===== src/rtl/seg_scan_decoder.sv =====
// -----------------------------------------------------------------------------
// seg_scan_decoder
//
// Watches the AN/SEG lines of a two-digit multiplexed 7-segment display. Both
// buses are synchronised, then debounced: a pattern is captured once after it
// has been seen for STABLE_CYCLES consecutive samples. Captured patterns are
// decoded into digits. A units digit (AN=11111110) and a tens digit
// (AN=11111101) together form a frame. Each completed frame updates the
// outputs and produces a one-cycle VALID pulse.
//
// Optional feature: define SEGDEC_DASH_EN to accept SEG=1111110 as a dash.
// The dash has digit code 4'hA. Any frame that contains a dash reports
// VALUE=7'h7F. Without the macro, that pattern is undecodable like any other.
//
// Parameters
//   STABLE_CYCLES  identical consecutive samples needed for a capture (2..255)
// Ports
//   CLK100MHZ  in   system clock, rising edge
//   RST        in   asynchronous active-high reset
//   AN[7:0]    in   active-low digit enables of the observed display
//   SEG[6:0]   in   active-low segments, bit6=a .. bit0=g
//   DIG0[3:0]  out  units digit code of the last completed frame
//   DIG1[3:0]  out  tens digit code of the last completed frame
//   VALUE[6:0] out  DIG1*10+DIG0 of the last completed frame
//   VALID      out  one-cycle pulse per completed frame
//   ERR_CNT    out  saturating count of undecodable patterns
// -----------------------------------------------------------------------------
module seg_scan_decoder #(
    parameter int STABLE_CYCLES = 16
) (
    input  logic       CLK100MHZ,
    input  logic       RST,
    input  logic [7:0] AN,
    input  logic [6:0] SEG,
    output logic [3:0] DIG0,
    output logic [3:0] DIG1,
    output logic [6:0] VALUE,
    output logic       VALID,
    output logic [7:0] ERR_CNT
);

    localparam logic [7:0] CAPTURE_AT = 8'(STABLE_CYCLES - 1);

    typedef enum logic [1:0] {EMPTY, HAVE0, HAVE1} state_t;

    // Returns {decodable, digit_code}.
    function automatic logic [4:0] decode_seg(input logic [6:0] s);
        case (s)
            7'b0000001: decode_seg = 5'b1_0000;
            7'b1001111: decode_seg = 5'b1_0001;
            7'b0010010: decode_seg = 5'b1_0010;
            7'b0000110: decode_seg = 5'b1_0011;
            7'b1001100: decode_seg = 5'b1_0100;
            7'b0100100: decode_seg = 5'b1_0101;
            7'b0100000: decode_seg = 5'b1_0110;
            7'b0001111: decode_seg = 5'b1_0111;
            7'b0000000: decode_seg = 5'b1_1000;
            7'b0000100: decode_seg = 5'b1_1001;
`ifdef SEGDEC_DASH_EN
            7'b1111110: decode_seg = 5'b1_1010;
`endif
            default:    decode_seg = 5'b0_0000;
        endcase
    endfunction

    function automatic logic [6:0] frame_value(input logic [3:0] tens, input logic [3:0] units);
`ifdef SEGDEC_DASH_EN
        if (tens == 4'hA || units == 4'hA) begin
            return 7'h7F;
        end
`endif
        // Both digits are 0..9 here, so the result is at most 99 and fits in 7 bits.
        return 7'(tens) * 7'd10 + 7'(units);
    endfunction

    logic [7:0] an_meta_reg, an_sample_reg, an_prev_reg;
    logic [6:0] seg_meta_reg, seg_sample_reg, seg_prev_reg;
    logic [7:0] stable_cnt_reg, stable_cnt_next;
    state_t     state_reg, state_next;
    logic [3:0] units_reg, units_next, tens_reg, tens_next;
    logic [3:0] dig0_reg, dig0_next, dig1_reg, dig1_next;
    logic [6:0] value_reg, value_next;
    logic       valid_reg, valid_next;
    logic [7:0] err_reg, err_next;

    logic       capture, is_units, is_tens, dec_ok;
    logic [3:0] dec_code;

    always_ff @(posedge CLK100MHZ or posedge RST) begin
        if (RST) begin
            an_meta_reg    <= 8'hFF;
            an_sample_reg  <= 8'hFF;
            an_prev_reg    <= 8'hFF;
            seg_meta_reg   <= 7'h7F;
            seg_sample_reg <= 7'h7F;
            seg_prev_reg   <= 7'h7F;
            stable_cnt_reg <= 8'd0;
            state_reg      <= EMPTY;
            units_reg      <= 4'd0;
            tens_reg       <= 4'd0;
            dig0_reg       <= 4'd0;
            dig1_reg       <= 4'd0;
            value_reg      <= 7'd0;
            valid_reg      <= 1'b0;
            err_reg        <= 8'd0;
        end else begin
            an_meta_reg    <= AN;
            an_sample_reg  <= an_meta_reg;
            an_prev_reg    <= an_sample_reg;
            seg_meta_reg   <= SEG;
            seg_sample_reg <= seg_meta_reg;
            seg_prev_reg   <= seg_sample_reg;
            stable_cnt_reg <= stable_cnt_next;
            state_reg      <= state_next;
            units_reg      <= units_next;
            tens_reg       <= tens_next;
            dig0_reg       <= dig0_next;
            dig1_reg       <= dig1_next;
            value_reg      <= value_next;
            valid_reg      <= valid_next;
            err_reg        <= err_next;
        end
    end

    // The counter gives the number of consecutive equal sample pairs.
    // When it equals STABLE_CYCLES-1, the previous-sample register has held
    // the same value for STABLE_CYCLES samples. The counter then moves past
    // that value or saturates, so only one capture occurs per stable interval.
    always_comb begin
        stable_cnt_next = stable_cnt_reg;
        if (an_sample_reg != an_prev_reg || seg_sample_reg != seg_prev_reg) begin
            stable_cnt_next = 8'd0;
        end else if (stable_cnt_reg != 8'hFF) begin
            stable_cnt_next = stable_cnt_reg + 8'd1;
        end
    end

    assign capture            = (stable_cnt_reg == CAPTURE_AT);
    assign is_units           = (an_prev_reg == 8'hFE);
    assign is_tens            = (an_prev_reg == 8'hFD);
    assign {dec_ok, dec_code} = decode_seg(seg_prev_reg);

    always_comb begin
        state_next = state_reg;
        units_next = units_reg;
        tens_next  = tens_reg;
        dig0_next  = dig0_reg;
        dig1_next  = dig1_reg;
        value_next = value_reg;
        valid_next = 1'b0;
        err_next   = err_reg;
        if (capture && (is_units || is_tens)) begin
            if (!dec_ok) begin
                if (err_reg != 8'hFF) begin
                    err_next = err_reg + 8'd1;
                end
                state_next = EMPTY;
            end else if (is_units) begin
                if (state_reg == HAVE1) begin
                    dig0_next  = dec_code;
                    dig1_next  = tens_reg;
                    value_next = frame_value(tens_reg, dec_code);
                    valid_next = 1'b1;
                    state_next = EMPTY;
                end else begin
                    units_next = dec_code;
                    state_next = HAVE0;
                end
            end else begin
                if (state_reg == HAVE0) begin
                    dig0_next  = units_reg;
                    dig1_next  = dec_code;
                    value_next = frame_value(dec_code, units_reg);
                    valid_next = 1'b1;
                    state_next = EMPTY;
                end else begin
                    tens_next  = dec_code;
                    state_next = HAVE1;
                end
            end
        end
    end

    assign DIG0    = dig0_reg;
    assign DIG1    = dig1_reg;
    assign VALUE   = value_reg;
    assign VALID   = valid_reg;
    assign ERR_CNT = err_reg;

endmodule

===== config.mk =====
export PLATFORM = sky130hd
export DESIGN_NAME = seg_scan_decoder
export DESIGN_NICKNAME = d
export VERILOG_FILES = /design/src/rtl/seg_scan_decoder.sv
export SDC_FILE = /design/constraint.sdc
export NUM_CORES = 1
export LEC_CHECK = 0
export ABC_CLOCK_PERIOD_IN_PS = 7200
export CELL_PAD_IN_SITES_DETAIL_PLACEMENT = 1
export CELL_PAD_IN_SITES_GLOBAL_PLACEMENT = 1
export CORE_MARGIN = 3
export CORE_UTILIZATION = 50
export DETAILED_ROUTE_END_ITERATION = 6
export PLACE_DENSITY = 0.87
export SYNTH_ARGS = -nofsm -noshare
export SYNTH_HDL_FRONTEND = slang
export SYNTH_SLANG_ARGS = --single-unit

===== constraint.sdc =====
create_clock -name CLK100MHZ -period 7.2 [get_ports CLK100MHZ]
set_input_delay 0.72 -clock CLK100MHZ [delete_from_list [all_inputs] [get_ports CLK100MHZ]]
set_output_delay 0.72 -clock CLK100MHZ [all_outputs]
set_load 0.03 [all_outputs]

# ---- After elaboration in Yosys (flattened, before gate mapping)
# Cells that the tools add are included.
dict set report classes {
  bitwise_logic 4
  addsub 4
  mux 21
  order_cmp 0
  shifts 0
  n_mul 2
  eq_ne 19
  n_reduce_logical 10
  div 0
}
# op n
set op_table {}
lappend op_table {{5-bit one-hot mux with 10 select lines} 1}
lappend op_table {{4-bit 2-to-1 mux} 6}
lappend op_table {{7-bit 2-to-1 mux} 3}
lappend op_table {{8-bit by 1-bit adder with 8-bit output, second input constant} 2}
lappend op_table {{8-bit == test, second input constant} 2}
lappend op_table {{8-bit 2-to-1 mux} 2}
lappend op_table {{8-bit inequality test, second input constant} 2}
lappend op_table {{7-bit by 4-bit adder with 7-bit output} 2}
lappend op_table {{7-bit by 3-bit == test with 1-bit output, second input constant} 2}
lappend op_table {{7-bit by 6-bit == test with 1-bit output, second input constant} 2}
lappend op_table {{7-bit == test, second input constant} 2}
lappend op_table {{4-bit by 3-bit multiplier with 6-bit output, second input constant} 2}
lappend op_table {{4-bit AND reduction} 3}
lappend op_table {{8-bit by 4-bit == test with 1-bit output, second input constant} 1}
lappend op_table {{8-bit inequality test} 1}
lappend op_table {{7-bit by 1-bit == test with 1-bit output, second input constant} 1}
lappend op_table {{7-bit by 4-bit == test with 1-bit output, second input constant} 1}
lappend op_table {{7-bit by 5-bit == test with 1-bit output, second input constant} 1}
lappend op_table {{7-bit logical NOT} 1}
lappend op_table {{7-bit inequality test} 1}
lappend op_table {{1-bit 2-to-1 mux} 6}
lappend op_table {{2-bit 2-to-1 mux} 3}
lappend op_table {{1-bit inverter} 4}
lappend op_table {{2-bit nonzero test} 2}
lappend op_table {{6 further kinds} 7}
dict set report totals {
  register_bits 87
  mem_bits_ro 0
  output_inout_bits 24
  n_memories 0
  word_cells 75
  in_bits 17
  ram_bits 0
  latch_bits 0
}

# ---- Depth between registers and ports, before layout
dict set report logic_depth {
  ltp_word 6
  mapped_depth 14
  depth_no_buf 12
}

# ---- Least setup slack after synthesis
# OpenSTA, ideal clock, no wires.
dict set report synth_path {
  path_type {reg2reg}
  from {register seg_prev_reg[5]}
  to {register value_reg[6] (netlist: VALUE[6])}
  arrival_ns 3.116
  n_path_buf 1
  setup_slack_ns 4.005
  required_ns 7.121
  setup_time_ns 0.079
  stages_incl_launch_ff 13
  path_cell_list {dfstp_2 > buf_2 > or4b_2 > o21ai_0 > a21o_1 > ha_1 > ha_1 > inv_1 > fa_1 > or3_1 > a2111oi_2 > a211oi_1 > mux2i_1}
}
dict set report synth_via {
  elab_chain_cells 6
}
# element line_no
set synth_rtl {}
lappend synth_rtl {{start: declaration} 77} ;# logic [6:0] seg_meta_reg, seg_sample_reg, seg_prev_reg;
lappend synth_rtl {{start signal: assignment} 112} ;# seg_prev_reg <= seg_sample_reg;
lappend synth_rtl {{7-bit by 3-bit == test with 1-bit output, or another cell as far along} 48} ;# case (s)
lappend synth_rtl {{5-bit one-hot mux with 10 select lines *} 48}
lappend synth_rtl {{net dec_code[2]} 87} ;# logic [3:0] dec_code;
lappend synth_rtl {{4-bit by 3-bit multiplier with 6-bit output} 73} ;# return 7'(tens) * 7'd10 + 7'(units);
lappend synth_rtl {{7-bit by 4-bit adder with 7-bit output} 73}
lappend synth_rtl {{7-bit 2-to-1 mux} 170} ;# if (state_reg == HAVE0) begin
lappend synth_rtl {{7-bit 2-to-1 mux *} 158} ;# end else if (is_units) begin
lappend synth_rtl {{end signal: assignment} 119} ;# value_reg <= value_next;
lappend synth_rtl {{end: declaration} 82} ;# logic [6:0] value_reg, value_next;
# The timed path passes the listed nets; every way through them passes the cells marked *. The select of a mux whose other input is x is not followed.
# A chain may end at the register's enable or synchronous reset.

# ---- Final worst setup path
# Same ends and word-level chain as after synthesis.

==> summary.md <==
| Metric | Value |
|---|---|
| Status | `complete, no violations` |
| Number of buffers created by CTS | `9` |
| Post-synthesis cell count | `approximately 320` |
| H-tree levels | `3` |
| Actual slew at the worst max-slew pin | `around 1.0 ns` |
| Area added between synthesis and finish | `16.7%` |
| Die extent in x | `about 96 µm` |
| DR vias/cell | `around 5.7` |
| Global placer's final weighted congestion | `about 0.84` |
| Accumulated negative setup slack | `0 ns` |
| Number of fill cells in the layout | `801` |
| Capture point of the worst reg-to-reg path | `VALUE[6]$_DFFE_PP0P_` |
| Clock network latency to the later pin of the worst-skew pair | `0.36 ns` |
| Antenna diode instance count | `0` |
| Pins over their slew limit | `0` |
| Total congestion overflow | `0` |
| TritonCTS clock tree | `built` |
| First-pass iteration count of the detailed router | `4` |
| Synthesized flop and latch total | `86` |
| Commonest cells after routing, fill and taps aside | `sky130_fd_sc_hd__dfstp_2 (45), sky130_fd_sc_hd__dfrtp_1 (41), sky130_fd_sc_hd__clkdlybuf4s50_1 (40)` |
| Worst slack, placed | `between 3 and 4 ns` |
| Type of the most critical hold path | `register to register` |
| Antenna violations before repair | `0` |
| Remaining design rule violation count | `0` |
| Global-route wire length before repair | `~14000 µm` |
| Dominant synthesized flop cell | `sky130_fd_sc_hd__dfstp_2` |
| Worst-case register-to-register setup slack | `~3.8 ns` |
| CTS sink count | `86` |
| Critical hold path startpoint | `an_meta_reg[2]$_DFF_PP1_` |
| Crit Reg-Reg Startpoint | `seg_prev_reg[5]$_DFF_PP1_` |
| Synthesized net count | `~350` |
| Power density over the cells | `between 150 and 200 mW/mm²` |
| Final count of negative-setup-slack endpoints | `0` |
| Die Y-Extent | `approximately 96 µm` |
| Cell variety after synth | `54` |
| Fraction of layout instances using a drive strength above 1 | `0.268` |
| Wire length after detailed routing | `approximately 8400 µm` |
| Synth async-reset ratio | `1.00` |
| Initial Util | `0.519` |
| Maximum Capacitance Violations | `0` |
| CP Class | `register to register` |
| Post-synthesis sequential area ratio | `0.545` |
| Row count | `32` |
| Logic depth of the worst register-to-register path | `11` |
| Slew margin rel. | `0.304` |
| CTS Root Cell | `sky130_fd_sc_hd__clkbuf_8` |
| Hold Path Sink | `an_sample_reg[2]$_DFF_PP1_` |
| Total number of yosys warnings | `0` |
| Number of hold buffers added after cts | `0` |
| Number of buffers on the longest clock path | `2` |
| Core Area | `0.00781 mm²` |
| Period utilization | `0.475` |
| Routed wire length per instance | `18.1 µm` |
| Leakage dissipation | `about 0.0021 µW` |
| Critical path launch point type | `register` |
| Hold Path Stages | `0` |
| Syn Area/Cell | `approximately 13 µm²` |
| Worst vdd rail ir drop | `around 0.00015 V` |
| Minimum clock period after layout | `between 3 and 4 ns` |
| Number of primary I/O pins | `~40` |
| EDFF count, synth | `0` |
| Worst Setup End Kind | `register` |
| Number of setup buffers added after CTS | `0` |
| Most common cell after layout, fill and taps aside | `sky130_fd_sc_hd__dfstp_2` |
| Setup repair after global routing missed its margin | `false` |
| Total Die Area | `around 0.0092 mm²` |
| Worst setup skew after layout | `~0.018 ns` |
| DRC violation total after the first TritonRoute iteration | `84` |
| Number of resized instances in the post-cts repair step | `0` |
| DR vias | `between 2000 and 3000` |
| Routed Antenna Nets | `0` |
| Via count of the first global-routing pass | `between 2000 and 3000` |
| Worst Setup Slack, final | `around 3.8 ns` |
| WP data arrival | `roughly 3.7 ns` |
| Critical Path Fanout Max | `9` |
| Clock-pin slew on the worst setup and hold paths | `approximately 0.10 ns` |
| Required time worst endpoint | `approximately 7.5 ns` |
| Maximum clock frequency | `approximately 290 MHz` |
| Total of buffers placed on input and output ports | `40` |
| Final-stage net count | `about 400` |
| Mapped cell area | `0.00405 mm²` |
| Final Hold Violating Endpoints | `0` |
| Global-route usage over all layers | `0.205` |
| Estimated wirelength of the detail-placed design | `around 6000 µm` |
| Maximum number of pins on one net before global-route repair | `a little under 90` |
[cells in the mapped netlist (5+ instances only)]
| master | number | area share |
|---|---|---|
| sky130_fd_sc_hd__a21o_1 | 6 | 0.011 |
| sky130_fd_sc_hd__buf_2 | 5 | 0.0062 |
| sky130_fd_sc_hd__dfrtp_1 | 41 | 0.25 |
| sky130_fd_sc_hd__dfstp_2 | 45 | 0.29 |
| sky130_fd_sc_hd__ha_1 | 14 | 0.043 |
| sky130_fd_sc_hd__inv_1 | 11 | 0.010 |
| sky130_fd_sc_hd__mux2_2 | 10 | 0.028 |
| sky130_fd_sc_hd__mux2_4 | 8 | 0.030 |
| sky130_fd_sc_hd__mux2i_1 | 7 | 0.017 |
| sky130_fd_sc_hd__nand2_1 | 16 | 0.015 |
| sky130_fd_sc_hd__nand3_1 | 7 | 0.0086 |
| sky130_fd_sc_hd__nand4_1 | 9 | 0.014 |
| sky130_fd_sc_hd__nor2_1 | 11 | 0.010 |
| sky130_fd_sc_hd__nor4_1 | 9 | 0.014 |
| sky130_fd_sc_hd__o21ai_0 | 15 | 0.019 |
| sky130_fd_sc_hd__xnor2_1 | 5 | 0.011 |
| sky130_fd_sc_hd__xor2_1 | 32 | 0.069 |
[critical path, cell delays in order, from the launching register on]
cell,delay (ns)
sky130_fd_sc_hd__dfstp_2,0.62
sky130_fd_sc_hd__or4b_2,0.60
sky130_fd_sc_hd__o21ai_0,0.10
sky130_fd_sc_hd__a21o_1,0.24
sky130_fd_sc_hd__ha_1,0.19
sky130_fd_sc_hd__ha_1,0.14
sky130_fd_sc_hd__inv_1,0.05
sky130_fd_sc_hd__fa_1,0.38
sky130_fd_sc_hd__or3_1,0.42
sky130_fd_sc_hd__a2111oi_2,0.38
sky130_fd_sc_hd__a211oi_1,0.09
sky130_fd_sc_hd__mux2i_1,0.14
[routing by layer]
metal | wire, µm | track usage | share of wire | vias up
met4 | 227 | 0.0924 | 0.027 | 0
met2 | 4390 | 0.365 | 0.52 | 62
met5 | 0 | 0 | 0 | -
li1 | - | - | - | 1200
met1 | 3490 | 0.243 | 0.42 | 1348
met3 | 271 | 0.0321 | 0.032 | 19
[through the flow]
step	util	power, µW	instance area (µm²)	cells	hold slack (ns)
global placement	0.577	563	4510	448	0.345
floorplan	-	549	4050	316	0.345
global route	0.606	970	4730	464	0.347
detailed placement	0.577	567	4510	448	0.347
CTS	0.606	944	4730	464	0.349
finish	0.606	933	4730	464	0.347
[logic make-up (layout without fill, tap and decap cells)]
kind of cell	count (synthesis)	in the layout	synth area share
AO/OA/AOI/OAI	37	37	0.0624
multiplexers	28	28	0.0831
adder cells (fa/ha/maj)	18	18	0.0630
XOR/XNOR	37	37	0.0800
AND/OR/NAND/NOR	86	86	0.130
flip-flops	86	86	0.545
buffers and inverters	24	70	0.0364
[report_power, final]
part           internal (µW)  total (µW)  switching, µW  leakage, µW
logic                   17.9        39.1           21.2     0.000913
clock network            194         375            181     0.000116
registers                506         519           12.5      0.00105
[how the worst max path moves through the flow]
| stage | from | end | slack, ns | cells past startpoint |
|---|---|---|---|---|
| 6_report | seg_prev_reg[5]$_DFF_PP1_ | VALUE[6]$_DFFE_PP0P_ | 3.78 | 11 |
| 5_1_grt | seg_prev_reg[4]$_DFF_PP1_ | VALUE[6]$_DFFE_PP0P_ | 3.61 | 12 |
| 4_1_cts | seg_prev_reg[1]$_DFF_PP1_ | VALUE[6]$_DFFE_PP0P_ | 3.80 | 12 |
| 3_5_place_dp | seg_prev_reg[1]$_DFF_PP1_ | VALUE[6]$_DFFE_PP0P_ | 3.85 | 12 |
| 3_3_place_gp | seg_prev_reg[4]$_DFF_PP1_ | VALUE[6]$_DFFE_PP0P_ | 3.94 | 12 |
| 2_1_floorplan | seg_prev_reg[5]$_DFF_PP1_ | VALUE[6]$_DFFE_PP0P_ | 4.00 | 12 |
[cell type report]
cell class | count | area, µm² | share of cell area
clock buffer | 11 | 163 | 0.0344
clock inverter | 5 | 62.6 | 0.0132
inverter | 12 | 51.3 | 0.0108
multi-input combinational | 206 | 1700 | 0.360
sequential | 86 | 2210 | 0.467
tap | 102 | 128 | 0.0270
timing repair buffer | 42 | 415 | 0.0878
Power figures use the tool's default switching activity.
